**config.mk**
```make
export PLATFORM = sky130hd
export DESIGN_NAME = uart_tx_engine_flat
export DESIGN_NICKNAME = d
export VERILOG_FILES = /design/src/rtl/uart_tx_engine_if.sv /design/src/rtl/uart_tx_engine.sv /design/src/flat_wrapper.sv
export SDC_FILE = /design/constraint.sdc
export NUM_CORES = 1
export LEC_CHECK = 0
export BUFFER_PORTS_ARGS = -buffer_cell sky130_fd_sc_hd__buf_2
export CAP_MARGIN = 0
export CORE_AREA = 3 3 98 100
export CTS_CLUSTER_DIAMETER = 60
export DETAILED_ROUTE_END_ITERATION = 7
export DIE_AREA = 0 0 101 103
export PLACE_DENSITY = 0.59
export SYNTH_ARGS = -nofsm -noshare
export SYNTH_HDL_FRONTEND = slang
export SYNTH_SLANG_ARGS = --single-unit
```
**constraint.sdc**
```tcl
create_clock -name clk -period 2 [get_ports clk]
set_clock_uncertainty 0.15 [all_clocks]
set_input_delay 0.1 -clock clk [delete_from_list [all_inputs] [get_ports clk]]
set_output_delay 0.1 -clock clk [all_outputs]
set_load 0.005 [all_outputs]
```
**src/rtl/uart_tx_engine_if.sv**
```systemverilog
// TX FIFO read-port bundle between the FIFO (slave) and the UART TX engine (master).
interface uart_tx_engine_if #(
  parameter int unsigned DATA_WIDTH = 8
);
  logic                  fifo_empty;
  logic [DATA_WIDTH-1:0] fifo_rd_data;
  logic                  fifo_rd_en;

  modport master (
    input  fifo_empty,
    input  fifo_rd_data,
    output fifo_rd_en
  );

  modport slave (
    output fifo_empty,
    output fifo_rd_data,
    input  fifo_rd_en
  );
endinterface

```
**src/rtl/uart_tx_engine.sv**
```systemverilog
// UART transmit serializer: pops the TX FIFO and emits LSB-first 8N1 frames on tx.
// Optional parity bit (8E1/8O1) is enabled by defining UART_TX_PARITY_EN.
module uart_tx_engine #(
  parameter int unsigned DATA_WIDTH = 8,
  parameter int unsigned DIV_BITS   = 16
) (
  input  logic                clk,
  input  logic                reset_n,
  input  logic [DIV_BITS-1:0] baud_div,
  input  logic                parity_odd,
  uart_tx_engine_if.master    fifo,
  output logic                tx,
  output logic                busy
);

  localparam int unsigned IDX_W = (DATA_WIDTH > 1) ? $clog2(DATA_WIDTH) : 1;
  localparam logic [IDX_W-1:0] LAST_IDX = IDX_W'(DATA_WIDTH - 1);

  typedef enum logic [2:0] {
    S_IDLE,
    S_START,
    S_DATA,
    S_PARITY,
    S_STOP
  } state_t;

  state_t                state_q, state_d;
  logic [DATA_WIDTH-1:0] shift_q, shift_d;
  logic [DIV_BITS-1:0]   div_q, div_d;
  logic [DIV_BITS-1:0]   cnt_q, cnt_d;
  logic [IDX_W-1:0]      idx_q, idx_d;
  logic                  tx_q, tx_d;
  logic                  busy_q, busy_d;
  logic                  rd_en_q, rd_en_d;
  logic                  launch;
  logic                  bit_end;
  logic [DIV_BITS-1:0]   eff_div;

`ifdef UART_TX_PARITY_EN
  logic par_q, par_d;
`else
  logic unused_parity_odd;
  assign unused_parity_odd = parity_odd;
`endif

  assign eff_div = (baud_div == '0) ? DIV_BITS'(1) : baud_div;
  assign bit_end = (cnt_q == '0);

  always_ff @(posedge clk or negedge reset_n) begin
    if (!reset_n) begin
      state_q <= S_IDLE;
      shift_q <= '0;
      div_q   <= '0;
      cnt_q   <= '0;
      idx_q   <= '0;
      tx_q    <= 1'b1;
      busy_q  <= 1'b0;
      rd_en_q <= 1'b0;
`ifdef UART_TX_PARITY_EN
      par_q   <= 1'b0;
`endif
    end else begin
      state_q <= state_d;
      shift_q <= shift_d;
      div_q   <= div_d;
      cnt_q   <= cnt_d;
      idx_q   <= idx_d;
      tx_q    <= tx_d;
      busy_q  <= busy_d;
      rd_en_q <= rd_en_d;
`ifdef UART_TX_PARITY_EN
      par_q   <= par_d;
`endif
    end
  end

  // tx is registered: each bit transition loads the next line level one cycle
  // ahead, so tx_d takes shift_q[1] when the shift happens on the same edge.
  always_comb begin
    state_d = state_q;
    shift_d = shift_q;
    div_d   = div_q;
    cnt_d   = cnt_q;
    idx_d   = idx_q;
    tx_d    = tx_q;
    busy_d  = busy_q;
    rd_en_d = 1'b0;
    launch  = 1'b0;
`ifdef UART_TX_PARITY_EN
    par_d   = par_q;
`endif

    case (state_q)
      S_IDLE: begin
        if (!fifo.fifo_empty) launch = 1'b1;
      end

      S_START: begin
        if (bit_end) begin
          state_d = S_DATA;
          idx_d   = '0;
          tx_d    = shift_q[0];
          cnt_d   = div_q;
        end else begin
          cnt_d = cnt_q - DIV_BITS'(1);
        end
      end

      S_DATA: begin
        if (bit_end) begin
          cnt_d   = div_q;
          shift_d = shift_q >> 1;
          if (idx_q == LAST_IDX) begin
`ifdef UART_TX_PARITY_EN
            state_d = S_PARITY;
            tx_d    = par_q ^ parity_odd;
`else
            state_d = S_STOP;
            tx_d    = 1'b1;
`endif
          end else begin
            idx_d = idx_q + IDX_W'(1);
            tx_d  = shift_q[1];
          end
        end else begin
          cnt_d = cnt_q - DIV_BITS'(1);
        end
      end

`ifdef UART_TX_PARITY_EN
      S_PARITY: begin
        if (bit_end) begin
          state_d = S_STOP;
          tx_d    = 1'b1;
          cnt_d   = div_q;
        end else begin
          cnt_d = cnt_q - DIV_BITS'(1);
        end
      end
`endif

      S_STOP: begin
        if (bit_end) begin
          if (!fifo.fifo_empty) begin
            launch = 1'b1;
          end else begin
            state_d = S_IDLE;
            busy_d  = 1'b0;
          end
        end else begin
          cnt_d = cnt_q - DIV_BITS'(1);
        end
      end

      default: begin
        state_d = S_IDLE;
        tx_d    = 1'b1;
        busy_d  = 1'b0;
      end
    endcase

    // Shared by IDLE and back-to-back STOP: capture head, pop, start bit.
    if (launch) begin
      shift_d = fifo.fifo_rd_data;
      div_d   = eff_div;
      cnt_d   = eff_div;
      idx_d   = '0;
      rd_en_d = 1'b1;
      tx_d    = 1'b0;
      busy_d  = 1'b1;
      state_d = S_START;
`ifdef UART_TX_PARITY_EN
      par_d   = ^fifo.fifo_rd_data;
`endif
    end
  end

  assign tx              = tx_q;
  assign busy            = busy_q;
  assign fifo.fifo_rd_en = rd_en_q;

endmodule

```
**src/flat_wrapper.sv**
```systemverilog
// flat-port wrapper written by rule: the top's interface ports become plain ports
module uart_tx_engine_flat 
#(
  parameter int unsigned DATA_WIDTH = 8,
  parameter int unsigned DIV_BITS   = 16
)
  (clk, reset_n, baud_div, parity_odd, tx, busy, fifo_fifo_empty, fifo_fifo_rd_data, fifo_fifo_rd_en);
  uart_tx_engine_if #(.DATA_WIDTH(DATA_WIDTH)) fifo_i ();
  input  logic clk;
  input  logic reset_n;
  input  logic [DIV_BITS-1:0] baud_div;
  input  logic parity_odd;
  output logic tx;
  output logic busy;
  input wire logic [$bits(fifo_i.fifo_empty)-1:0] fifo_fifo_empty;
  input wire logic [$bits(fifo_i.fifo_rd_data)-1:0] fifo_fifo_rd_data;
  output wire logic [$bits(fifo_i.fifo_rd_en)-1:0] fifo_fifo_rd_en;
  assign fifo_i.fifo_empty = fifo_fifo_empty;
  assign fifo_i.fifo_rd_data = fifo_fifo_rd_data;
  assign fifo_fifo_rd_en = fifo_i.fifo_rd_en;
  uart_tx_engine #(.DATA_WIDTH(DATA_WIDTH), .DIV_BITS(DIV_BITS)) u_core (.clk(clk), .reset_n(reset_n), .baud_div(baud_div), .parity_odd(parity_odd), .fifo(fifo_i), .tx(tx), .busy(busy));
endmodule
```
# == Yosys cells after proc, flatten, opt, wreduce, memory -nomap -nowiden ==
# Index checks and enable logic that the tools add are counted.
# totals
word_cells,73
register_bits,49
out_inout_bits,3
input_bits,28
# classes
n_eq_ne,14
n_reduce_logical,16
mux,33
add_sub_neg,2
# ops
cell,count
2-to-1 mux 16 bit,4
zero test 16 bit,2
case mux 16 bit (2 select lines),1
2-to-1 mux 3 bit,10
2-to-1 mux 8 bit,3
"subtractor 16 x 1 -> 16 bit, second input constant",1
"inequality test 3 x 1 -> 1 bit, second input constant",4
case mux 3 bit (4 select lines),1
2-to-1 mux 1 bit,10
"inequality test 3 x 2 -> 1 bit, second input constant",3
"equality test 3 bit, second input constant",2
"inequality test 2 x 1 -> 1 bit, second input constant",3
case mux 3 bit (2 select lines),1
AND reduction 3 bit,2
AND reduction 6 bit,1
nonzero test 3 bit,2
case mux 1 bit (2 select lines),2
AND reduction 2 bit,2
AND reduction 4 bit,1
nonzero test 2 bit,2
OR reduction 2 bit,2
"adder 3 x 1 -> 3 bit, second input constant",1
"equality test 3 x 1 -> 1 bit, second input constant",1
"equality test 3 x 2 -> 1 bit, second input constant",1
other kinds (3),3

# == Longest topological paths before layout ==
# depth
depth_word,5
depth_mapped,10
ltp_nobuf,9

# == Worst setup path after synthesis ==
# Ideal clock, no wire load.
# synth_path
path_type,register -> register
start,register u_core.cnt_q[0]
end,register u_core.cnt_q[14]
n_path_buf,2
arrival_time_ns,1.927
period_less_slack_ns,2.195
path_stages_with_launch,10
setup_slack_ns,-0.195
required_ns,1.731
setup_ns,0.119
path_cell_list,dfrtp_1 > inv_1 > ha_1 > nor3b_4 > and4b_4 > nand2_2 > a211o_1 > buf_6 > buf_6 > o21a_1
# synth_between
elab_chain_cells,5
elab_cells_between_ends,11
cone_classes,1 x add/sub; 1 x eq/ne; 6 x mux; 3 x reduce/logical
# synth_lines
item,line_no,rtl
"start, declared",uart_tx_engine.sv:30,"logic [DIV_BITS-1:0] cnt_q, cnt_d;"
"start signal, assigned",uart_tx_engine.sv:66,cnt_q <= cnt_d;
"parallel branches: the longest is 5 deep, another holds subtractor 16 x 1 -> 16 bit",--,
# Parallel ways; which one is timed is not known. The select of a mux whose other input is x is not followed.
# A chain may end at the register's enable or synchronous reset.

# == Worst setup path after layout ==
# Ends and elaborated chain as after synthesis.

==> impl_results.md <==
* Worst vdd ir at 0.0003804 V
* Die area at 10400 µm²
* Setup TNS at -5750 ps
* Hold Crit Depth at 4
* Placer Congestion at 0.8874
* Post-layout min period at 2260 ps
* Row count at 34
* Via count at 2588
* Count of non-filler cells in the finished layout at just over 500
* Congestion Overflow GR at 0
* Fmax at approximately 440 MHz
* Synth top cells by count: 66 x nand2_1, 48 x dfrtp_1, 19 x nor2_1, 16 x o21ai_0
* Post-synth top area share at 0.4543
* Data required time of the worst path at roughly 2100 ps
* Area leader, netlist: dfrtp_1
* DP Cell Count at between 400 and 500
* DIE WIDTH at 101 µm
* Most common cell in the netlist: nand2_1
* First-pass GRT wire length at approximately 12000 µm
* Outcome: finished, violations left
* Mean area per synthesized cell at 9.212 µm²
* Design Area, Final at 4119 µm²
* Crit path DAT at 2350 ps
* Final worst path period share at 1.130
* Register bit total from synthesis at 49
* Clock sinks at slightly below 50
* Post-Syn Nets at 318
* Largest cells by area after synthesis: dfrtp_1 45%, nand2_1 9.4%, o211ai_1 3.7%, a31oi_1 3.1%, o21ai_0 3.0%
* Post-Synthesis Cell Area at ~2600 µm²
* Gate Count Post-Synth at 287
* Reg clk slew, reported paths at 90 ps
* # H-tree levels at 2
* Global Route Usage Sum at 0.1493
* Crit Path Max Fanout at 6
* Worst-Margin Slew at 607.1 ps
* PwrDens at 753.0 nW/µm²
* FF-to-FF Start: u_core.cnt_q[0]
* Antenna-violating nets left at 0
* HP Start: fifo_fifo_empty
* Fraction of layout cells with a size suffix above 1 at 0.3787
* Max-cap violation count at 0
* Worst hold endpoint: u_core.busy
* Fill count at 812
* Nets at approximately 440
* Leak at 1.899 nW
* Reg2reg setup slack at -260 ps
* CP Capture Type: flip-flop
* Critical path class: flip-flop to flip-flop
* Ports at 31
* Crit start category: flip-flop
* Fin. max-slew vios at 0
* Area Growth Syn to Fin at 55.80%
* Slew margin rel. at 0.5953
* Drt pass-1 iters at 4
* Initial antenna violation count at 0
* Setup Viol. Count Final at 46
* Vias per Instance at roughly 5.1
* Slack of the critical path at -259.8 ps
* Path depth of the worst reg2reg path at 10
* CTS tree: yes
* Synth Flop Type: dfrtp_1
* Die height at 103 µm
* Worst hold path class: input pin to flip-flop
* Port Buf Inserts at 29
* Wirelength per Cell at 15.63 µm
* Sequential area share after synthesis at 0.4643
* Initial Util at 0.3017
* First DRT Iteration DRCs at 133
* Yosys warnings at 0
* Post-synth ARST share at 1.000
* Core ar. at 8763 µm²
* Setup crit start: u_core.cnt_q[0]
* Routed WL at ~8000 µm
* Largest net degree at the start of global routing at 27
* Failing checks: negative setup slack
* RSZ-0062 raised after global routing: true
* Clock tree buffer depth at 2
* Yosys cell types at 53
* Final Hold Viols at 0
* CTS buffer count at 5
* Area post-placement at between 3000 and 4000 µm²
* Post-synth EDFFs at 0
* Vias in the first global route at 2582
* Hpwl dp at roughly 4900 µm
* Skew-Pair Late Insertion Delay at 300 ps
* # diodes at 0
* # DRC at 0
* Clock root buffer: clkbuf_8
* R2R Path End: u_core.cnt_q[14]
-- layout make-up --
| cell class | count | area [µm²] | area share |
|---|---|---|---|
| inverter | 8 | 32.53 | 0.007898 |
| sequential | 49 | 1227 | 0.2980 |
| multi-input combinational | 217 | 1548 | 0.3758 |
| clock buffer | 7 | 86.33 | 0.02096 |
| tap | 108 | 135.1 | 0.03281 |
| timing repair buffer | 123 | 1090 | 0.2646 |
-- worst max-delay path, stage by stage (launching register included) --
cell and delay, ps:
dfrtp_1 380, inv_2 60, ha_4 160, nor3b_4 150, and4b_4 230, buf_4 140, a21oi_4 240, buf_4 210
o21ai_0 120, o211ai_1 200, o21a_1 140
-- metal layers --
| layer | global-route usage | part of all wire | vias up | routed length [µm] |
|---|---|---|---|---|
| met5 | 0 | 0 | - | 0 |
| met4 | 0.04294 | 0.012 | 0 | 99 |
| met3 | 0.02842 | 0.036 | 11 | 286 |
| met2 | 0.2532 | 0.50 | 43 | 3982 |
| met1 | 0.1949 | 0.45 | 1276 | 3637 |
| li1 | - | - | 1258 | - |
-- state kept, by name, indices dropped and copies added, names as in the netlist --
register / flops
u_core.cnt_q: 16
u_core.div_q: 16
u_core.shift_q: 8
u_core.idx_q: 3
u_core.state_q: 3
u_core.busy: 1
u_core.fifo.fifo_rd_en: 1
u_core.tx: 1
-- stage by stage --
stage | utilization | power, mW | worst slack [ps] | hold WS [ps]
6_report | 0.4700 | 3.102 | -259.8 | 31.24
5_1_grt | 0.4700 | 3.276 | -336.4 | 66.87
4_1_cts | 0.4427 | 3.059 | -198.4 | 13.95
3_5_place_dp | 0.3714 | 2.304 | -226.7 | -2.788
3_3_place_gp | 0.3714 | 2.284 | -158.2 | -4.924
2_1_floorplan | - | 1.877 | -194.8 | -345.6
-- worst max-delay path by stage --
stage	slack (ps)	to
after floorplan	-190	u_core.cnt_q[14]
after global placement	-160	u_core.cnt_q[8]
after detailed placement	-230	u_core.cnt_q[8]
after CTS	-200	u_core.cnt_q[14]
after global routing	-340	u_core.cnt_q[14]
final	-260	u_core.cnt_q[14]
-- where the power goes --
group          internal, mW  switching (mW)
Clock                 0.275           0.332
Combinational         0.611           0.493
Sequential             1.19           0.201
Total                  2.08            1.03
-- cell usage in the layout, fill, tap and decap left out, types with 5 or more instances in the layout --
cell           instances
a31oi_1                8
buf_12                 5
buf_2                 29
buf_4                 46
buf_6                 15
clkbuf_8               6
dfrtp_1               48
dlygate4sd3_1         25
inv_1                  5
mux2i_1                6
nand2_1               60
nand3_1                5
nor2_1                 9
nor2_4                 8
nor3_1                 6
nor4_1                 5
o211ai_1              13
o21ai_0                8
o21ai_1                8
xnor2_1                5
xor2_1                 5
-- logic make-up (layout without fill, tap and decap cells) --
| logic type | count (synthesis) | in the layout | share of synthesized area |
|---|---|---|---|
| fa+ha+maj | 3 | 3 | 0.01420 |
| flops | 49 | 49 | 0.4643 |
| xor+xnor | 10 | 10 | 0.03313 |
| buf+inv | 22 | 138 | 0.04306 |
| compound gates | 69 | 69 | 0.1718 |
| mux | 7 | 7 | 0.02698 |
| simple gates | 127 | 128 | 0.2466 |
-- repair_timing --
item                                   CTS  global route
pin swaps                               18            11
setup buffers                            8             8
resized for setup                       41            41
hold buffers                            25             0
endpoints found under the hold margin   61             0
setup endpoints to repair               43            47
gates cloned                             3             3
No activity file was read; power rests on OpenSTA's default activity.
